File: src/rtl/rle_pkg.sv
`default_nettype none
// ============================================================================
// Module  : rle_pkg
// Purpose : Shared types and helpers for the run-length encoder/decoder pair.
//           Holds the encoder FSM state encoding and the maximum run length
//           function for a given count field width.
// Revision: 1.0 - initial release
// ============================================================================
package rle_pkg;

    // IDLE: no open run, RUN: run open, FLUSH: final run waiting for the slot
    typedef enum logic [1:0] {
        ST_IDLE  = 2'd0,
        ST_RUN   = 2'd1,
        ST_FLUSH = 2'd2
    } rle_state_t;

    // Largest run length representable in a count field of count_w bits
    function automatic int max_run(input int count_w);
        return (1 << count_w) - 1;
    endfunction

endpackage : rle_pkg
`default_nettype wire

File: src/rtl/rle_out_slot.sv
`default_nettype none
// ============================================================================
// Module  : rle_out_slot
// Purpose : Single-entry valid/ready holding register for the encoder output.
// Ports   : clk, reset       - clock, async active-high reset
//           i_load, i_data   - load a new entry (only while o_slot_free)
//           i_ready          - downstream accepts the held entry
//           o_valid, o_data  - held entry
//           o_slot_free      - register can take a new entry this cycle
// Revision: 1.0 - initial release
// ============================================================================
module rle_out_slot #(
    parameter int WIDTH = 17
) (
    input  logic             clk,
    input  logic             reset,
    input  logic             i_load,
    input  logic [WIDTH-1:0] i_data,
    input  logic             i_ready,
    output logic             o_valid,
    output logic [WIDTH-1:0] o_data,
    output logic             o_slot_free
);

    logic             r_valid;
    logic [WIDTH-1:0] r_data;

    // Free when empty, or when the current entry leaves on this edge
    assign o_slot_free = !r_valid || i_ready;
    assign o_valid     = r_valid;
    assign o_data      = r_data;

    always_ff @(posedge clk or posedge reset) begin
        if (reset) begin
            r_valid <= 1'b0;
            r_data  <= '0;
        end else if (i_load) begin
            r_valid <= 1'b1;
            r_data  <= i_data;
        end else if (i_ready) begin
            r_valid <= 1'b0;
        end
    end

endmodule : rle_out_slot
`default_nettype wire

File: src/rtl/rle_stream_encoder.sv
`default_nettype none
// ============================================================================
// Module  : rle_stream_encoder
// Purpose : Streaming run-length encoder. Consumes symbols on a valid/ready
//           stream and produces (symbol, run length, last) pairs on a
//           valid/ready stream. Runs saturate at 2**COUNT_W-1; in_last closes
//           the current run and ends the block.
// Ports   : clk, reset                         - clock, async active-high reset
//           in_data/in_valid/in_last/in_ready  - symbol input stream
//           out_data/out_count/out_last/
//           out_valid/out_ready                - run pair output stream
// Revision: 1.0 - initial release
// ============================================================================
module rle_stream_encoder
    import rle_pkg::*;
#(
    parameter int DATA_W  = 8,
    parameter int COUNT_W = 8
) (
    input  logic               clk,
    input  logic               reset,
    input  logic [DATA_W-1:0]  in_data,
    input  logic               in_valid,
    input  logic               in_last,
    output logic               in_ready,
    output logic [DATA_W-1:0]  out_data,
    output logic [COUNT_W-1:0] out_count,
    output logic               out_last,
    output logic               out_valid,
    input  logic               out_ready
);

    localparam int                 c_PAIR_W  = DATA_W + COUNT_W + 1;
    localparam logic [COUNT_W-1:0] c_MAX_RUN = COUNT_W'(max_run(COUNT_W));
    localparam logic [COUNT_W-1:0] c_ONE     = COUNT_W'(1);

    rle_state_t          r_state;
    logic [DATA_W-1:0]   r_cur_sym;
    logic [COUNT_W-1:0]  r_cur_cnt;

    logic                w_slot_free;
    logic                w_accept;
    logic                w_extend;
    logic                w_emit;
    logic [DATA_W-1:0]   w_emit_sym;
    logic [COUNT_W-1:0]  w_emit_cnt;
    logic                w_emit_last;
    logic [c_PAIR_W-1:0] w_slot_data;

    // FLUSH blocks input so the trailing run can use the slot first
    assign in_ready = w_slot_free && (r_state != ST_FLUSH);
    assign w_accept = in_valid && in_ready;
    // Beat continues the open run only if the counter still has headroom
    assign w_extend = (in_data == r_cur_sym) && (r_cur_cnt != c_MAX_RUN);

    // Pair to load into the output slot this cycle, if any
    always_comb begin
        w_emit      = 1'b0;
        w_emit_sym  = r_cur_sym;
        w_emit_cnt  = r_cur_cnt;
        w_emit_last = 1'b0;
        case (r_state)
            ST_IDLE: begin
                if (w_accept && in_last) begin
                    w_emit      = 1'b1;
                    w_emit_sym  = in_data;
                    w_emit_cnt  = c_ONE;
                    w_emit_last = 1'b1;
                end
            end
            ST_RUN: begin
                if (w_accept) begin
                    if (w_extend) begin
                        if (in_last) begin
                            w_emit      = 1'b1;
                            w_emit_cnt  = r_cur_cnt + c_ONE;
                            w_emit_last = 1'b1;
                        end
                    end else begin
                        // Run closed by a new symbol or saturation; the new
                        // beat opens the next run
                        w_emit = 1'b1;
                    end
                end
            end
            ST_FLUSH: begin
                if (w_slot_free) begin
                    w_emit      = 1'b1;
                    w_emit_last = 1'b1;
                end
            end
            default: ;
        endcase
    end

    always_ff @(posedge clk or posedge reset) begin
        if (reset) begin
            r_state   <= ST_IDLE;
            r_cur_sym <= '0;
            r_cur_cnt <= '0;
        end else begin
            case (r_state)
                ST_IDLE: begin
                    if (w_accept && !in_last) begin
                        r_cur_sym <= in_data;
                        r_cur_cnt <= c_ONE;
                        r_state   <= ST_RUN;
                    end
                end
                ST_RUN: begin
                    if (w_accept) begin
                        if (w_extend) begin
                            if (in_last) begin
                                r_state <= ST_IDLE;
                            end else begin
                                r_cur_cnt <= r_cur_cnt + c_ONE;
                            end
                        end else begin
                            r_cur_sym <= in_data;
                            r_cur_cnt <= c_ONE;
                            r_state   <= in_last ? ST_FLUSH : ST_RUN;
                        end
                    end
                end
                ST_FLUSH: begin
                    if (w_slot_free) begin
                        r_state <= ST_IDLE;
                    end
                end
                default: r_state <= ST_IDLE;
            endcase
        end
    end

    rle_out_slot #(
        .WIDTH (c_PAIR_W)
    ) u_out_slot (
        .clk         (clk),
        .reset       (reset),
        .i_load      (w_emit),
        .i_data      ({w_emit_sym, w_emit_cnt, w_emit_last}),
        .i_ready     (out_ready),
        .o_valid     (out_valid),
        .o_data      (w_slot_data),
        .o_slot_free (w_slot_free)
    );

    assign {out_data, out_count, out_last} = w_slot_data;

endmodule : rle_stream_encoder
`default_nettype wire

File: config.mk
export PLATFORM = sky130hd
export DESIGN_NAME = rle_stream_encoder
export DESIGN_NICKNAME = d
export VERILOG_FILES = /design/src/rtl/rle_pkg.sv /design/src/rtl/rle_out_slot.sv /design/src/rtl/rle_stream_encoder.sv
export SDC_FILE = /design/constraint.sdc
export NUM_CORES = 1
export LEC_CHECK = 0
export CAP_MARGIN = 20
export CELL_PAD_IN_SITES_DETAIL_PLACEMENT = 2
export CELL_PAD_IN_SITES_GLOBAL_PLACEMENT = 2
export CORE_ASPECT_RATIO = 1.2
export CORE_MARGIN = 5
export CORE_UTILIZATION = 31
export CTS_CLUSTER_DIAMETER = 100
export DETAILED_ROUTE_END_ITERATION = 10
export PLACE_DENSITY = 0.73
export SLEW_MARGIN = 10
export SYNTH_ARGS = -nofsm -noshare
export SYNTH_HDL_FRONTEND = slang
export SYNTH_SLANG_ARGS = --single-unit
File: constraint.sdc
create_clock -name clk -period 2.09 [get_ports clk]
set_input_delay 0.418 -clock clk [delete_from_list [all_inputs] [get_ports clk]]
set_output_delay 0.418 -clock clk [all_outputs]
set_load 0.02 [all_outputs]
==> results.yml, run 1 <==
outcome:
  status: "complete, but fails checks"
  violations: "setup timing"
sta:
  fmax_mhz: 476
  worst_slack_ns: -0.0110
  fin_skew_ns: 0.00528
  setup_viol: 6
  relSlewSlack_pct: 66.1
  slew_viol_final: 0
  fin_crit_sh_pct: 101
  final-hold-violation-count: 0
  tns_ns: -0.0279
  min_period_ns: 2.10
  worstMarginPinSlew_ns: 0.504
critical_path:
  path_max_fanout: 8
  crit_type: "flip-flop to flip-flop"
  startpoint_type: "flip-flop"
  endpoint_kind: "flip-flop"
  r2r_setup_slack_ns: -0.01
  critPathRequiredTime_ns: 2.27
  reg2reg_depth: 7
  arrival_ns: 2.28
synth:
  synth_area_leaders: "dfrtp_1 (45%), mux2_2 (12%), xor2_1 (3.9%), o211ai_1 (3.7%), a31oi_1 (3.1%)"
  synth_area_leader_cell: "dfrtp_1"
  postSynthAreaPerCell_sq_um: 10.5
  synth_seq_area_share_pct: 44.7
  ys_ff_latch: 36
  syn_nets: 207
  synth_top_area_share_pct: 44.7
  synth_warnings: 0
  yosysMostFrequentCell: "dfrtp_1"
  synthCells: 193
  syn_area_sq_um: 2020
  synth_edf_count: 0
  yosys-top-cells-count: "dfrtp_1 (36), mux2_2 (22), nor2_1 (12)"
  synth.distinct_cells: 40
  ys_async_sr_fraction_pct: 100
  ys.flop_type: "dfrtp_1"
die:
  die-height_microns: 98.4
  fp.dieArea_sq_um: 8230
  pin_count: 32
  coreArea_sq_um: 6370
  num_rows: 32
  start_util_pct: 31.7
  die_width_microns: 83.6
clock_tree:
  insertion_delay_ns: 0.29
  ctsLongestPathBuffers: 2
  root_buffer: "clkbuf_8"
  cts_hold_buf: 0
  cts-buffers-inserted: 5
  htreeDepth: 2
  cts_sinks: 36
  clk_pin_slew_ns: 0.08
  cts_tree: "done"
flow_run:
  cap_violations: 0
layout:
  final_nets: 284
  multiInputGateArea_sq_um: 1110
  syn2layout_area_growth_pct: 46.2
  seqCellArea_sq_um: 901
  fin_util_pct: 46.3
  stdcell_count: 356
  diodes: 0
  layout-drive-gt1-share_pct: 35.8
  fillers: 657
detailed_routing:
  vias_per_cell: 5.15
  route.detailed.drc: 0
  vias: 1835
  wire_per_inst_microns: 19.1
  drtAntennaViolNets: 0
  drtIter0Drc: 38
  first_pass_iters: 4
  drt_wl_total_mm: 6.82
placed_design:
  portBuffers: 31
  place_congestion: 0.792
  dp.cells: 341
  dpl.hpwl_mm: 4.90
pwr:
  power_density_nw_per_um2: 1130
  vdd_ir_drop_max_mv: 0.593
  cellLeakagePower_nw: 1.26
  p_total_mw: 3.34
grt:
  grt_usage_pct: 16.2
  grt_max_degree: 37
  antenna_found_initial: 0
  grt_pass1_wl_mm: 10.7
  overflow: 0
  grt_pass1_vias: 2137
min_path:
  hold_depth: 1
  min_path_type: "flip-flop to flip-flop"
-- where the power goes --
part,switching [mW],internal [mW]
logic,0.793,0.898
registers,0.183,0.934
clock network,0.268,0.267
-- through the flow --
| step | setup slack [ns] | hold slack [ns] | area [sq um] |
|---|---|---|---|
| final | -0.0110 | 0.518 | 2950 |
| after global routing | -0.0853 | 0.554 | 2950 |
| after CTS | 0.0299 | 0.524 | 2870 |
| after detailed placement | -0.480 | 0.499 | 2720 |
| after global placement | -0.445 | 0.496 | 2720 |
| after floorplan | 0.00686 | 0.482 | 2020 |
-- flip-flops by register name, indices dropped and copies added (netlist names) --
register / flops
r_state: 2
u_out_slot.o_data: 17
u_out_slot.o_valid: 1
r_cur_sym: 8
r_cur_cnt: 8
-- placed cells by master (no fill, tap or decap), drive strengths merged, types with 7 or more instances in the layout --
master	n
inv	8
dlygate4sd2	9
clkdlybuf4s50	22
o211ai	10
nor2	12
clkbuf	7
a31oi	10
mux2	26
xor2	9
o21ai	9
nand3	10
buf	46
nor3	10
dfrtp	36
-- what timing repair did --
item / CTS / global route
pin swaps: 3 / 6
cloned: 0 / 1
buffers inserted: 2 / 4
setup endpoints to repair: 20 / 18
resized for setup: 16 / 5
-- worst max-delay path: stages (launching register included) --
cell and delay [ns]:
dfrtp_1 0.45, xor2_2 0.20, nor4_4 0.32, buf_4 0.20, a31oi_4 0.10, o21bai_2 0.21, buf_12 0.16, mux2_2 0.34
-- cell families after synthesis --
kind of cell / share of synthesized area [%]
adders and majority gates: 0.620
xor gates and xnor gates: 3.91
DFF: 44.7
AOI/OAI and AO/OA: 14.6
muxes: 15.8
and+or+nand+nor: 16.6
buffers and inverters: 3.85
-- final timing paths --
kind,to,startpoint
min,u_out_slot.o_data[2]$_DFFE_PP0P_,u_out_slot.o_data[2]$_DFFE_PP0P_
max reg2reg,r_cur_sym[1]$_DFFE_PP0P_,r_cur_sym[3]$_DFFE_PP0P_
min in group asynchronous,r_state[1]$_DFFE_PP0P_,reset
min reg2reg,u_out_slot.o_data[2]$_DFFE_PP0P_,u_out_slot.o_data[2]$_DFFE_PP0P_
max,r_cur_sym[1]$_DFFE_PP0P_,r_cur_sym[3]$_DFFE_PP0P_
max in group asynchronous,u_out_slot.o_data[6]$_DFFE_PP0P_,reset
-- per-layer routing --
metal	part of all wire, %	global-route usage (%)	wire (microns)
met4	1.2	5.57	85
met5	0	0	0
met3	2.8	3.63	189
met2	58	30.7	3930
met1	38	17.5	2610
-- final cells by class --
class / instances / area share [%]
tap: 85 / 3.61
inverter: 9 / 1.15
clock inverter: 2 / 0.509
multi-input combinational: 140 / 37.7
clock buffer: 6 / 2.80
timing repair buffer: 78 / 23.7
sequential: 36 / 30.5
Note: power is estimated with default switching activity, not from simulation.
==> run 2, diff against run 1 <==
CTS_CLUSTER_SIZE = 14   (was unset)
==> results of run 2 <==
Final layout, timing and power as in run 1 (identical DEF).
